<file path="config.mk">
export PLATFORM = sky130hd
export DESIGN_NAME = mem_access_stage
export DESIGN_NICKNAME = d
export VERILOG_FILES = /design/src/rtl/mem_pkg.sv /design/src/rtl/load_extend.sv /design/src/rtl/mem_access_stage.sv
export SDC_FILE = /design/constraint.sdc
export NUM_CORES = 1
export LEC_CHECK = 0
export CAP_MARGIN = 20
export CORE_UTILIZATION = 45
export CTS_BUF_LIST = sky130_fd_sc_hd__clkbuf_8
export DETAILED_ROUTE_END_ITERATION = 8
export GPL_TIMING_DRIVEN = 0
export PLACE_DENSITY = 0.9
export SLEW_MARGIN = 20
export SYNTH_ARGS = -nofsm -noshare
export SYNTH_HDL_FRONTEND = slang
export SYNTH_SLANG_ARGS = --single-unit
</file>
<file path="constraint.sdc">
create_clock -name clk -period 6.2 [get_ports clk]
set_input_delay 1.86 -clock clk [delete_from_list [all_inputs] [get_ports clk]]
set_output_delay 1.86 -clock clk [all_outputs]
set_load 0.05 [all_outputs]
</file>
<file path="src/rtl/mem_pkg.sv">
// Shared definitions for the MEM stage: the transaction FSM encoding and the
// byte-enable patterns driven onto the data-memory port.
package mem_pkg;

  typedef enum logic [1:0] {
    IDLE = 2'd0,
    BUSY = 2'd1,
    DONE = 2'd2
  } memState_t;

  localparam logic [1:0] BE_LO   = 2'b01;
  localparam logic [1:0] BE_HI   = 2'b10;
  localparam logic [1:0] BE_WORD = 2'b11;

endpackage

</file>
<file path="src/rtl/load_extend.sv">
// Picks the addressed byte out of a memory word and sign- or zero-extends it;
// word loads pass the memory data through unchanged.
module load_extend #(
  parameter int DATA_WIDTH = 16
) (
  input  logic [DATA_WIDTH-1:0] i_rdata,
  input  logic                  i_byte,
  input  logic                  i_hiByte,
  input  logic                  i_unsigned,
  output logic [DATA_WIDTH-1:0] o_data
);

  logic [7:0] w_byte;
  logic       w_sign;

  always_comb begin
    w_byte = i_hiByte ? i_rdata[15:8] : i_rdata[7:0];
    w_sign = w_byte[7] & ~i_unsigned;
    o_data = i_byte ? {{(DATA_WIDTH-8){w_sign}}, w_byte} : i_rdata;
  end

endmodule

</file>
<file path="src/rtl/mem_access_stage.sv">
// MEM pipeline stage: runs loads/stores over a req/ack data port, stalling the
// pipeline until the access completes; non-memory instructions pass straight through.
module mem_access_stage
  import mem_pkg::*;
#(
  parameter int DATA_WIDTH    = 16,
  parameter int REGADDR_WIDTH = 4
) (
  input  logic                     clk,
  input  logic                     reset,
  input  logic                     ex_valid,
  input  logic                     ex_reg_write,
  input  logic                     ex_mem_read,
  input  logic                     ex_mem_write,
  input  logic                     ex_byte,
  input  logic                     ex_unsigned,
  input  logic [DATA_WIDTH-1:0]    ex_alu_result,
  input  logic [DATA_WIDTH-1:0]    ex_store_data,
  input  logic [REGADDR_WIDTH-1:0] ex_rd,
  output logic                     dmem_req,
  output logic                     dmem_we,
  output logic [DATA_WIDTH-2:0]    dmem_addr,
  output logic [1:0]               dmem_be,
  output logic [DATA_WIDTH-1:0]    dmem_wdata,
  input  logic                     dmem_ack,
  input  logic [DATA_WIDTH-1:0]    dmem_rdata,
  output logic                     mem_stall,
  output logic                     mem_misalign,
  output logic                     mem_reg_write,
  output logic                     mem_mem_read,
  output logic [DATA_WIDTH-1:0]    mem_read_data,
  output logic [DATA_WIDTH-1:0]    mem_alu_result,
  output logic [REGADDR_WIDTH-1:0] mem_rd
);

  memState_t             r_state;
  memState_t             w_nextState;
  logic                  r_req;
  logic                  r_we;
  logic [DATA_WIDTH-2:0] r_addr;
  logic [1:0]            r_be;
  logic [DATA_WIDTH-1:0] r_wdata;
  logic [DATA_WIDTH-1:0] r_loadBuf;
  logic                  r_isRead;
  logic                  r_byte;
  logic                  r_hiByte;
  logic                  r_unsigned;

  logic                  w_memOp;
  logic                  w_isWrite;
  logic                  w_misalign;
  logic                  w_start;
  logic [DATA_WIDTH-1:0] w_loadExt;

  // A load that also has mem_write set is treated purely as a load.
  assign w_memOp    = ex_valid & (ex_mem_read | ex_mem_write);
  assign w_isWrite  = ex_mem_write & ~ex_mem_read;
  assign w_misalign = w_memOp & ~ex_byte & ex_alu_result[0];
  assign w_start    = w_memOp & ~w_misalign;

  load_extend #(
    .DATA_WIDTH (DATA_WIDTH)
  ) u_loadExtend (
    .i_rdata    (dmem_rdata),
    .i_byte     (r_byte),
    .i_hiByte   (r_hiByte),
    .i_unsigned (r_unsigned),
    .o_data     (w_loadExt)
  );

  always_ff @(posedge clk or posedge reset) begin
    if (reset) begin
      r_state    <= IDLE;
      r_req      <= 1'b0;
      r_we       <= 1'b0;
      r_addr     <= '0;
      r_be       <= '0;
      r_wdata    <= '0;
      r_loadBuf  <= '0;
      r_isRead   <= 1'b0;
      r_byte     <= 1'b0;
      r_hiByte   <= 1'b0;
      r_unsigned <= 1'b0;
    end else begin
      r_state <= w_nextState;
      if (r_state == IDLE && w_start) begin
        r_req      <= 1'b1;
        r_we       <= w_isWrite;
        r_addr     <= ex_alu_result[DATA_WIDTH-1:1];
        r_be       <= ex_byte ? (ex_alu_result[0] ? BE_HI : BE_LO) : BE_WORD;
        r_wdata    <= !w_isWrite ? '0 :
                      ex_byte ? {(DATA_WIDTH/8){ex_store_data[7:0]}} : ex_store_data;
        r_isRead   <= ex_mem_read;
        r_byte     <= ex_byte;
        r_hiByte   <= ex_alu_result[0];
        r_unsigned <= ex_unsigned;
      end else if (r_state == BUSY && dmem_ack) begin
        r_req     <= 1'b0;
        r_loadBuf <= r_isRead ? w_loadExt : '0;
      end
    end
  end

  assign dmem_req   = r_req;
  assign dmem_we    = r_we;
  assign dmem_addr  = r_addr;
  assign dmem_be    = r_be;
  assign dmem_wdata = r_wdata;

  // While stalled, mem_wb sees bubbles; reset forces every stage output low.
  always_comb begin
    w_nextState    = r_state;
    mem_stall      = 1'b0;
    mem_misalign   = 1'b0;
    mem_reg_write  = 1'b0;
    mem_mem_read   = 1'b0;
    mem_read_data  = '0;
    mem_alu_result = ex_alu_result;
    mem_rd         = ex_rd;
    case (r_state)
      IDLE: begin
        if (w_start) begin
          mem_stall   = 1'b1;
          w_nextState = BUSY;
        end else if (w_misalign) begin
          mem_misalign = 1'b1;
        end else begin
          mem_reg_write = ex_valid & ex_reg_write;
        end
      end
      BUSY: begin
        mem_stall = 1'b1;
        if (dmem_ack) begin
          w_nextState = DONE;
        end
      end
      DONE: begin
        mem_reg_write = ex_reg_write;
        mem_mem_read  = r_isRead;
        mem_read_data = r_loadBuf;
        w_nextState   = IDLE;
      end
      default: begin
        w_nextState = IDLE;
      end
    endcase
    if (reset) begin
      mem_stall      = 1'b0;
      mem_misalign   = 1'b0;
      mem_reg_write  = 1'b0;
      mem_mem_read   = 1'b0;
      mem_read_data  = '0;
      mem_alu_result = '0;
      mem_rd         = '0;
    end
  end

endmodule
</file>
## Yosys cells after proc, flatten, opt, wreduce, memory -nomap -nowiden

Index checks and enable logic that the tools add are counted.
W data, S select, Z words.

- Input bits: 61
- Word-level logic and storage cells: 63
- Register bits after elaboration: 57
- Output and inout port bits: 75

- Reduce and logical (&&, ||, !) cells: 6
- Mux-type cells: 29
- Bitwise gates (word level): 13
- Equality and inequality tests: 4

Operators with widths:

| operator | number |
|---|---|
| $mux W16 | 7 |
| $mux W1 | 13 |
| $mux W2 | 4 |
| $mux W8 | 1 |
| $and A1 B1 Y1 | 7 |
| $not A1 Y1 | 5 |
| $mux W4 | 1 |
| $ne A2 B2 Y1 const B | 2 |
| $pmux W1 S2 | 2 |
| $pmux W2 S2 | 1 |
| $reduce_and A2 Y1 | 2 |
| $eq A2 B1 Y1 const B | 1 |
| $eq A2 B2 Y1 const B | 1 |
| $logic_and A1 B1 Y1 | 2 |
| $logic_not A2 Y1 | 1 |
| $reduce_bool A2 Y1 | 1 |
| $or A1 B1 Y1 | 1 |

## Depth between registers and ports, before layout

Gate-level depths: netlist (run 1).

- Depth after elaboration: 9
- Gate-level depth with buffers: 5
- Gate-level depth less buffers: 4

## By module

Synthesis (run 1) repeated with hierarchy kept, for this count alone.

- Cell total of the unflattened synthesis: 281
- Area, all modules: 2976.6 µm²

Modules (own cells, without submodules):

| module | times used | area an instance (µm²) | cells an instance | sequential area each (µm²) |
|---|---|---|---|---|
| mem_access_stage | 1 | 2717.6 | 242 | 1426.4 |
| load_extend | 1 | 259.0 | 39 | 0.0 |

## Least setup slack after synthesis (run 1)

Ideal clock, no wire load.

- Kind: input -> output
- Start: input ex_byte
- End: output mem_stall
- Stages: 5
- Buffers on the path: 2
- Data required time: 4.340 ns
- Slack: 1.107 ns
- Data arrival time: 3.233 ns
- Cell sequence: buf_6 > nor2b_2 > nor4_4 > buf_6 > o21a_1

- Word-level cells in the longest chain between the ends: 8

Ends and longest elaborated chain:

| item | RTL line | text |
|---|---|---|
| from (decl) | mem_access_stage.sv:15 | `input logic ex_byte,` |
| $not A1 Y1 | mem_access_stage.sv:58 | `assign w_misalign = w_memOp & ~ex_byte & ex_alu_result[0];` |
| $and A1 B1 Y1 (2 in a row) | mem_access_stage.sv:58 |  |
| $not A1 Y1 | mem_access_stage.sv:59 | `assign w_start = w_memOp & ~w_misalign;` |
| $and A1 B1 Y1 | mem_access_stage.sv:59 |  |
| $mux W1 | mem_access_stage.sv:122 | `if (w_start) begin` |
| $pmux W1 S2 | mem_access_stage.sv:120 | `case (r_state)` |
| $mux W1 | mem_access_stage.sv:147 | `if (reset) begin` |
| to (decl) | mem_access_stage.sv:27 | `output logic mem_stall,` |

Every way passes these cells.

## Worst setup path after layout (run 1)

- Start: input reset
- End: output mem_read_data[8]

- Word-level cells in the longest chain between the ends: 1

Ends and longest elaborated chain:

| item | RTL line | text |
|---|---|---|
| from (decl) | mem_access_stage.sv:10 | `input logic reset,` |
| $mux W16 | mem_access_stage.sv:147 |  |
| to (decl) | mem_access_stage.sv:31 | `output logic [DATA_WIDTH-1:0] mem_read_data,` |

Every way passes these cells.

==> flow_metrics.tcl, run 1 <==
set metrics [dict create \
    core-area_sq_um 5920 \
    powerDensity_nw_per_um2 371 \
    diodes 0 \
    drcViolationCount 0 \
    drt_first_pass_iters 4 \
    hold_viol 0 \
    power.leakage_nw 1.96 \
    clk_pin_slew_worst_paths_ns 0.06 \
    worstMarginPinSlew_ns 0.768 \
    final_cell_mix "134 x clkdlybuf4s50_1, 57 x dfrtp_1, 34 x mux2_2, 30 x nor2b_1" \
    drv_cap 0 \
    rsz0062_at_grt "no" \
    design_area_sq_um 4410 \
    htree_levels 3 \
    antenna_left 0 \
    slew_viol_final 0 \
    grt_max_degree 58 \
    outcome "complete, no violations" \
    required_ns 4.34 \
    ys_types 28 \
    grt_usage_pct 25.0 \
    cts_tree "done" \
    setup_ws_ns 0.262 \
    area_delta_synth_final_pct 59.3 \
    finalWirelength_um 7530 \
    fin_hold_ws_ns 0.474 \
    synth.avg_cell_area_sq_um 11.1 \
    port_buffers 134 \
    grt_pass1_vias 2545 \
    final_common_cell "clkdlybuf4s50_1" \
    fin_util_pct 74.5 \
    ys_ff_latch 57 \
    die_area_sq_um 6470 \
    max_freq_mhz 168 \
    finalCritPeriodShare_pct 95.8 \
    drive_above_1_share_pct 14.8 \
    finalSetupTns_ns 0 \
    setup_viol 0 \
    cp-start-kind "input pin" \
    antenna_found_initial 0 \
    mappedNetlistNets 310 \
    rows 28 \
    hold_path_class "flip-flop to flip-flop" \
    dp_slack_ns -0.133 \
    grt.overflow.total 0 \
    grt_pass1_wl_um 12100 \
    yosysWarningCount 0 \
    slew_headroom_pct 48.8 \
    crit_arrival_ns 4.08 \
    viasPerCell 5.25 \
    initial_core_util_pct 46.7 \
    clk_path_buf_depth 2 \
    timing_worst_setup_path_type "input pin to output pin" \
    ys_seq_area_share_pct 51.5 \
    gp_congestion 0.801 \
    clock-sinks 57 \
    cts_made_buffers 9 \
    crit_path_end_kind "output pin" \
    drt_iter0_markers 135 \
    root_buffer "clkbuf_8" \
    clock_latency_ns 0.33 \
    crit_fanout 10 \
    fp.dieH_um 80.4 \
    dpl_cell_area_sq_um 4210 \
    hold_buffers 0 \
    fin_crit_ns 5.94 \
    fp.dieW_um 80.4 \
    wire_per_inst_um 15.8 \
    hpwlAfterDp_um 5490 \
    fin_skew_ns 0.00526 \
    syn_inst 249 \
    irDropWorstVdd_mv 0.220 \
    num_vias 2496 \
    pin_count 136 \
    fin_nets 456 \
    syn-cell-area_sq_um 2770 \
]
==> cells by family after synthesis <==
| group | after synthesis | synth area share, % |
|---|---|---|
| muxes | 51 | 20.0 |
| DFF | 57 | 51.5 |
| AOI/OAI and AO/OA | 25 | 5.88 |
| buffers and inverters | 21 | 3.93 |
| and+or+nand+nor | 95 | 18.7 |
==> synth_stat cells <==
library cell / n / share of area (%)
dfrtp_1: 57 / 52
mux2_2: 34 / 14
nor2b_1: 30 / 6.8
nor2_1: 20 / 2.7
nand2_1: 19 / 2.6
and3_1: 17 / 3.8
mux2i_1: 17 / 6.1
clkbuf_1: 10 / 1.4
o21ai_0: 9 / 1.6
o31ai_1: 8 / 2.2
inv_1: 6 / 0.81
buf_6: 4 / 1.6
a21o_1: 2 / 0.54
a21oi_1: 2 / 0.36
a22oi_1: 1 / 0.27
and4_1: 1 / 0.32
buf_1: 1 / 0.14
nand2b_1: 1 / 0.23
nand3_1: 1 / 0.18
nand3b_1: 1 / 0.27
nand4_1: 1 / 0.23
nor2b_2: 1 / 0.32
nor4_1: 1 / 0.23
nor4_4: 1 / 0.77
o21a_1: 1 / 0.27
o22a_1: 1 / 0.32
o32ai_1: 1 / 0.32
or2_2: 1 / 0.23
==> registers in the layout (all words and copies together) (netlist names) <==
signal / cells
dmem_we: 1
r_unsigned: 1
dmem_addr: 15
r_hiByte: 1
r_byte: 1
r_loadBuf: 16
r_state: 2
dmem_be: 2
r_isRead: 1
dmem_wdata: 16
dmem_req: 1
==> critical path, stage by stage <==
cell	delay, ns
clkdlybuf4s50_1	0.49
nor2_2	0.36
clkbuf_1	0.34
and3_1	0.21
clkdlybuf4s50_1	0.81
==> path summary, 6_finish.rpt <==
| path | from | endpoint | slack [ns] | depth (start not counted) |
|---|---|---|---|---|
| max | reset | mem_read_data[8] | 0.26 | 5 |
| min | r_loadBuf[5]$_DFFE_PP0P_ | r_loadBuf[5]$_DFFE_PP0P_ | 0.47 | 2 |
| max reg2reg | r_state[1]$_DFFE_PP0P_ | dmem_addr[7]$_DFFE_PP0P_ | 4.31 | 5 |
| min reg2reg | r_loadBuf[5]$_DFFE_PP0P_ | r_loadBuf[5]$_DFFE_PP0P_ | 0.47 | 2 |
| max in group asynchronous | reset | r_hiByte$_DFFE_PP0P_ | 3.30 | 3 |
| min in group asynchronous | reset | dmem_addr[4]$_DFFE_PP0P_ | 2.46 | 3 |
==> cell type report <==
type                    count  area (sq um)
plain buffers              15          86.3
clock buffers              13           179
clock inverters             3          13.8
fillers                   438          1510
inverters                   6          25.0
multi-input cells         171          1230
flip-flops and latches     57          1430
well taps                  75          93.8
repair buffers            135          1350
==> routing by layer <==
layer / GRT usage (%) / share of wire (%) / vias up
li1: - / - / 1151
met1: 29.7 / 40 / 1209
met2: 41.8 / 51 / 123
met3: 6.25 / 7.6 / 13
met4: 12.5 / 1.7 / 0
met5: 0 / 0 / -
==> power breakdown <==
part | total (mW) | internal, mW | switching (mW)
Combinational | 0.745 | 0.283 | 0.461
Sequential | 0.560 | 0.496 | 0.0646
Clock | 0.329 | 0.186 | 0.143
==> metrics by stage <==
| step | std cells | power, mW |
|---|---|---|
| final | 475 | 1.63 |
| after CTS | 475 | 1.64 |
| after floorplan | 249 | 1.04 |
| after global placement | 458 | 1.29 |
| after global routing | 475 | 1.71 |
| after detailed placement | 458 | 1.31 |
==> repair_timing <==
item,CTS,global route
resized for setup,0,1
pin swaps,1,0
buffers inserted,1,0
endpoints found under the setup margin,1,1
Power figures use the tool's default switching activity.
==> run 2: changes to the inputs <==
CORE_MARGIN = 4   (was default)
GPL_ROUTABILITY_DRIVEN = 0   (was default)
clock period = 7.2 ns   (was 6.2 ns; I/O delays follow)
==> run 2 against run 1 <==
  * Sequential power decreased by 14%
  * Worst setup slack improved by 0.070 ns
  * Clock power decreased by 7.0%
  * Highest routed layer unchanged
  * Sequential cell count unchanged
  * Utilization decreased by 0.35 points
  * Critical path type unchanged
  * Via count decreased by 3.3%
==> flow_metrics.tcl, run 2 (same netlist as run 1, synthesis figures left out) <==
set metrics [dict create \
    cts_resized 0 \
    clock_latency_ns 0.33 \
    worstMarginPinSlew_ns 0.775 \
    timing_worst_setup_path_type "input pin to output pin" \
    viasPerCell 5.09 \
    power.leakage_nw 1.97 \
    hold_viol 0 \
    crit_path_end_kind "output pin" \
    htree_levels 3 \
    initial_core_util_pct 46.5 \
    combPwrFrac_pct 44.7 \
    die_area_sq_um 7470 \
    power_mw 1.43 \
    final_cell_mix "134 x clkdlybuf4s50_1, 57 x dfrtp_1, 34 x mux2_2, 30 x nor2b_1, 20 x nor2_1" \
    cts_setup_buffers 0 \
    rows 28 \
    crit_fanout 10 \
    hpwlAfterDp_um 5850 \
    root_buffer "clkbuf_8" \
    clk_path_buf_depth 2 \
    fin_skew_ns 0.00693 \
    grt.overflow.total 0 \
    grt_max_degree 58 \
    crit_arrival_ns 4.71 \
    hold_buffers 0 \
    slew_viol_final 0 \
    finalCritPeriodShare_pct 95.4 \
    p_switching_mw 0.571 \
    final_common_cell "clkdlybuf4s50_1" \
    outcome "complete, no violations" \
    hold_depth 2 \
    wire_per_inst_um 16.0 \
    design_area_sq_um 4410 \
    cts_tree "done" \
    fp.dieW_um 86.4 \
    clock-sinks 57 \
    fp.dieH_um 86.4 \
    slew_headroom_pct 48.0 \
    seqPwrFrac_pct 33.8 \
    core-area_sq_um 5960 \
    fillers 423 \
    powerDensity_nw_per_um2 323 \
    dp.cells 458 \
    cp-start-kind "input pin" \
    fin_util_pct 74.1 \
    multi_input_area_sq_um 1230 \
    fin_crit_ns 6.87 \
    irDropWorstVdd_mv 0.197 \
    final_cells 474 \
    port_buffers 134 \
    cts_made_buffers 9 \
    drt_iter0_markers 97 \
    setup_ws_ns 0.332 \
    drv_cap 0 \
    grt_pass1_wl_um 12200 \
    grt_usage_pct 21.2 \
    switching_share_pct 40.1 \
    grt_pass1_vias 2522 \
    hold_path_class "flip-flop to flip-flop" \
    internal-power_mw 0.855 \
    required_ns 5.04 \
    finalWirelength_um 7580 \
    dpl_cell_area_sq_um 4210 \
    reg2regPathDepth 4 \
    antenna_found_initial 0 \
    drive_above_1_share_pct 14.0 \
    diodes 0 \
    dp_slack_ns 0.299 \
    clkPwrFrac_pct 21.5 \
    drcViolationCount 0 \
    rsz0062_at_grt "no" \
    antenna_left 0 \
    fin_nets 455 \
    num_vias 2413 \
    clk_pin_slew_worst_paths_ns 0.06 \
    pin_count 136 \
    setup_viol 0 \
    max_freq_mhz 146 \
    area.sequential_sq_um 1430 \
    fin_hold_ws_ns 0.474 \
    area_delta_synth_final_pct 59.4 \
    finalSetupTns_ns 0 \
    drt_first_pass_iters 4 \
]
[run 2: cell count changes in the layout (fill, tap and decap cells not counted), sizes merged]
cell,before,now
buf,6,5
bufinv,0,1
clkbuf,23,22
clkinv,2,1
inv,7,8
[run 2: metal layers]
metal  vias to the layer above  global-route usage, %  wire length, um
li1                       1145                      -                -
met1                      1151                   24.8             2870
met2                       105                   35.9             3900
met3                        12                   6.94              700
met4                         0                   8.78              118
met5                         -                      0                0
[run 2: worst paths after layout]
| kind | startpoint | endpoint | slack [ns] |
|---|---|---|---|
| min in group asynchronous | reset | dmem_addr[7]$_DFFE_PP0P_ | 2.70 |
| hold reg to reg | r_loadBuf[9]$_DFFE_PP0P_ | r_loadBuf[9]$_DFFE_PP0P_ | 0.47 |
| setup / recovery | ex_alu_result[0] | mem_stall | 0.33 |
| max in group asynchronous | reset | r_loadBuf[7]$_DFFE_PP0P_ | 4.04 |
| hold / removal | r_loadBuf[9]$_DFFE_PP0P_ | r_loadBuf[9]$_DFFE_PP0P_ | 0.47 |
| setup reg to reg | r_state[0]$_DFFE_PP0P_ | dmem_wdata[2]$_DFFE_PP0P_ | 5.19 |
[run 2: final cells by class]
cell class / instances / share of cell area (%)
plain buffers: 15 / 1.96
clock buffers: 12 / 3.74
clock inverters: 4 / 0.964
inverters: 6 / 0.567
multi-input cells: 171 / 27.9
flip-flops and latches: 57 / 32.3
well taps: 75 / 2.13
repair buffers: 134 / 30.4
[run 2: power groups by stage]
stage          clock network (mW)  logic (mW)  registers, mW
6_report                    0.306       0.638          0.482
5_1_grt                     0.328       0.674          0.495
4_1_cts                     0.314       0.643          0.482
3_5_place_dp                    0       0.641          0.487
3_3_place_gp                    0       0.631          0.479
2_1_floorplan                   0       0.209          0.688
[run 2: critical path: stages]
cell and delay, ns:
clkdlybuf4s50_1 0.46, nor2b_2 0.20, nor4_4 0.70, buf_6 0.25, o21a_1 0.12, clkdlybuf4s50_1 0.81
==> run 3: changes to the inputs <==
CELL_PAD_IN_SITES_DETAIL_PLACEMENT = 0   (was default)
CELL_PAD_IN_SITES_GLOBAL_PLACEMENT = 1   (was default)
CORE_MARGIN = default   (was 4)
CORE_UTILIZATION = 33   (was 45)
PLACE_DENSITY = 0.89   (was 0.9)
TNS_END_PERCENT = 50   (was default)
==> run 3 against run 2 <==
  * Count of clock-buffer cells in the layout decreased by 2
  * Power decreased by 0.32%
  * Utilization shrank 19 points
  * Die area increased by 17%
  * Wire length grew 5.1%
  * Largest cell class unchanged
  * Critical endpoint unchanged
  * Global-route usage down 2.0 points
  * Worst hold slack about the same
  * Sequential power about the same
  * Sequential share of layout area decreased by 0.38 points
==> flow_metrics.tcl, run 3 (same netlist as run 1, synthesis figures left out) <==
set metrics [dict create \
    drive_above_1_share_pct 14.8 \
    die_area_sq_um 8760 \
    min_to "r_loadBuf[12]$_DFFE_PP0P_" \
    seqPwrFrac_pct 34.0 \
    hold_viol 0 \
    final_common_cell "clkdlybuf4s50_1" \
    cts_tree "done" \
    fin_crit_ns 6.92 \
    max_freq_mhz 145 \
    critPathTopFamily "buffers and inverters" \
    grt_pass1_wl_um 12700 \
    port_buffers 134 \
    fillers 741 \
    grt.overflow.total 0 \
    fp.dieH_um 93.6 \
    viasPerCell 4.87 \
    r2r_slack_ns 5.18 \
    cp-start-kind "input pin" \
    reg2reg_to "dmem_wdata[2]$_DFFE_PP0P_" \
    drt_first_pass_iters 4 \
    hold_path_class "flip-flop to flip-flop" \
    hold_depth 2 \
    power.leakage_nw 1.96 \
    area.sequential_sq_um 1430 \
    crit_path_end_kind "output pin" \
    p_switching_mw 0.584 \
    crit_slowest_cell "clkdlybuf4s50_1" \
    clock_latency_ns 0.34 \
    irDropWorstVdd_mv 0.176 \
    clk_path_buf_depth 2 \
    required_ns 5.04 \
    drt_iter0_markers 69 \
    grt_max_degree 53 \
    area_delta_synth_final_pct 61.3 \
    clk_pin_slew_worst_paths_ns 0.07 \
    slew_viol_final 0 \
    clkPwrFrac_pct 20.9 \
    drcViolationCount 0 \
    powerDensity_nw_per_um2 318 \
    crit_fanout 10 \
    core-area_sq_um 8180 \
    antenna_left 0 \
    fin_nets 456 \
    reg2regPathDepth 4 \
    combPwrFrac_pct 45.1 \
    antenna_found_initial 0 \
    fp.dieW_um 93.6 \
    worstPathCellList "clkdlybuf4s50_1 -> nor2b_2 -> nor4_4 -> buf_6 -> o21a_1 -> clkdlybuf4s50_1" \
    final_cell_mix "134 x clkdlybuf4s50_1, 57 x dfrtp_1, 34 x mux2_2, 30 x nor2b_1, 20 x nor2_1" \
    path_buf_inv 3 \
    internal-power_mw 0.838 \
    timing.rr.start "r_state[0]$_DFFE_PP0P_" \
    cts_resized 0 \
    fin_util_pct 54.6 \
    holdCritStartpoint "r_loadBuf[12]$_DFFE_PP0P_" \
    slew_headroom_pct 48.0 \
    clock-sinks 57 \
    switching_share_pct 41.1 \
    setup_viol 0 \
    drv_cap 0 \
    root_buffer "clkbuf_8" \
    rows 33 \
    outcome "complete, no violations" \
    htree_levels 3 \
    pin_count 136 \
    diodes 0 \
    finalCritPeriodShare_pct 96.1 \
    cts_made_buffers 9 \
    worstMarginPinSlew_ns 0.774 \
    hpwlAfterDp_um 5840 \
    finalWirelength_um 7970 \
    crit_arrival_ns 4.76 \
    finalSetupTns_ns 0 \
    cp_common_cell "clkdlybuf4s50_1" \
    wire_per_inst_um 15.8 \
    fin_skew_ns 0.00773 \
    multi_input_area_sq_um 1230 \
    num_vias 2460 \
    grt_usage_pct 19.2 \
    rsz0062_at_grt "no" \
    timing_worst_setup_path_type "input pin to output pin" \
    critPathMaxStageDelay_ns 0.82 \
    grt_pass1_vias 2646 \
    initial_core_util_pct 33.9 \
    hold_buffers 0 \
    cts_setup_buffers 0 \
]
==> run 3: metrics by stage <==
stage / area [sq um] / setup WS, ns / total power, mW / hold WS (ns) / cells
after floorplan: 2770 / 1.51 / 0.896 / 0.440 / 249
after global placement: 4240 / 0.286 / 1.12 / 0.452 / 488
after detailed placement: 4270 / 0.267 / 1.13 / 0.465 / 489
after CTS: 4470 / 0.262 / 1.44 / 0.480 / 505
after global routing: 4470 / 0.176 / 1.49 / 0.508 / 505
final: 4470 / 0.281 / 1.42 / 0.475 / 505
==> run 3: tightest hold or removal path: stages (launching register included) <==
cell and delay (ns):
dfrtp_1 0.34, nand2_1 0.05, o31ai_1 0.05
==> run 3: worst max-delay path by stage <==
stage | start | to | slack (ns) | cells past startpoint
finish | ex_alu_result[0] | mem_stall | 0.28 | 6
global route | ex_alu_result[0] | mem_stall | 0.18 | 6
CTS | ex_alu_result[0] | mem_stall | 0.26 | 6
detailed placement | ex_alu_result[0] | mem_stall | 0.27 | 6
global placement | ex_alu_result[0] | mem_stall | 0.29 | 6
floorplan | ex_byte | mem_stall | 1.51 | 5
==> run 3: final cells by class <==
| class | count | share of cell area (%) |
|---|---|---|
| plain buffers | 15 | 1.93 |
| clock buffers | 10 | 3.08 |
| clock inverters | 6 | 1.29 |
| inverters | 6 | 0.560 |
| multi-input cells | 171 | 27.6 |
| flip-flops and latches | 57 | 31.9 |
| well taps | 105 | 2.94 |
| repair buffers | 135 | 30.7 |
==> run 3: power by group through the flow <==
stage                     clock, mW  combinational (mW)  sequential [mW]
final                         0.297               0.640            0.484
after floorplan                   0               0.209            0.688
after global routing          0.319               0.678            0.497
after CTS                     0.307               0.646            0.484
after detailed placement          0               0.643            0.489
after global placement            0               0.634            0.482
==> run 3: routing by layer <==
metal,share of wire (%),GRT usage [%],vias up
li1,-,-,1146
met1,39,21.5,1209
met2,52,34.6,92
met3,7.1,5.20,13
met4,1.6,7.31,0
met5,0,0,-
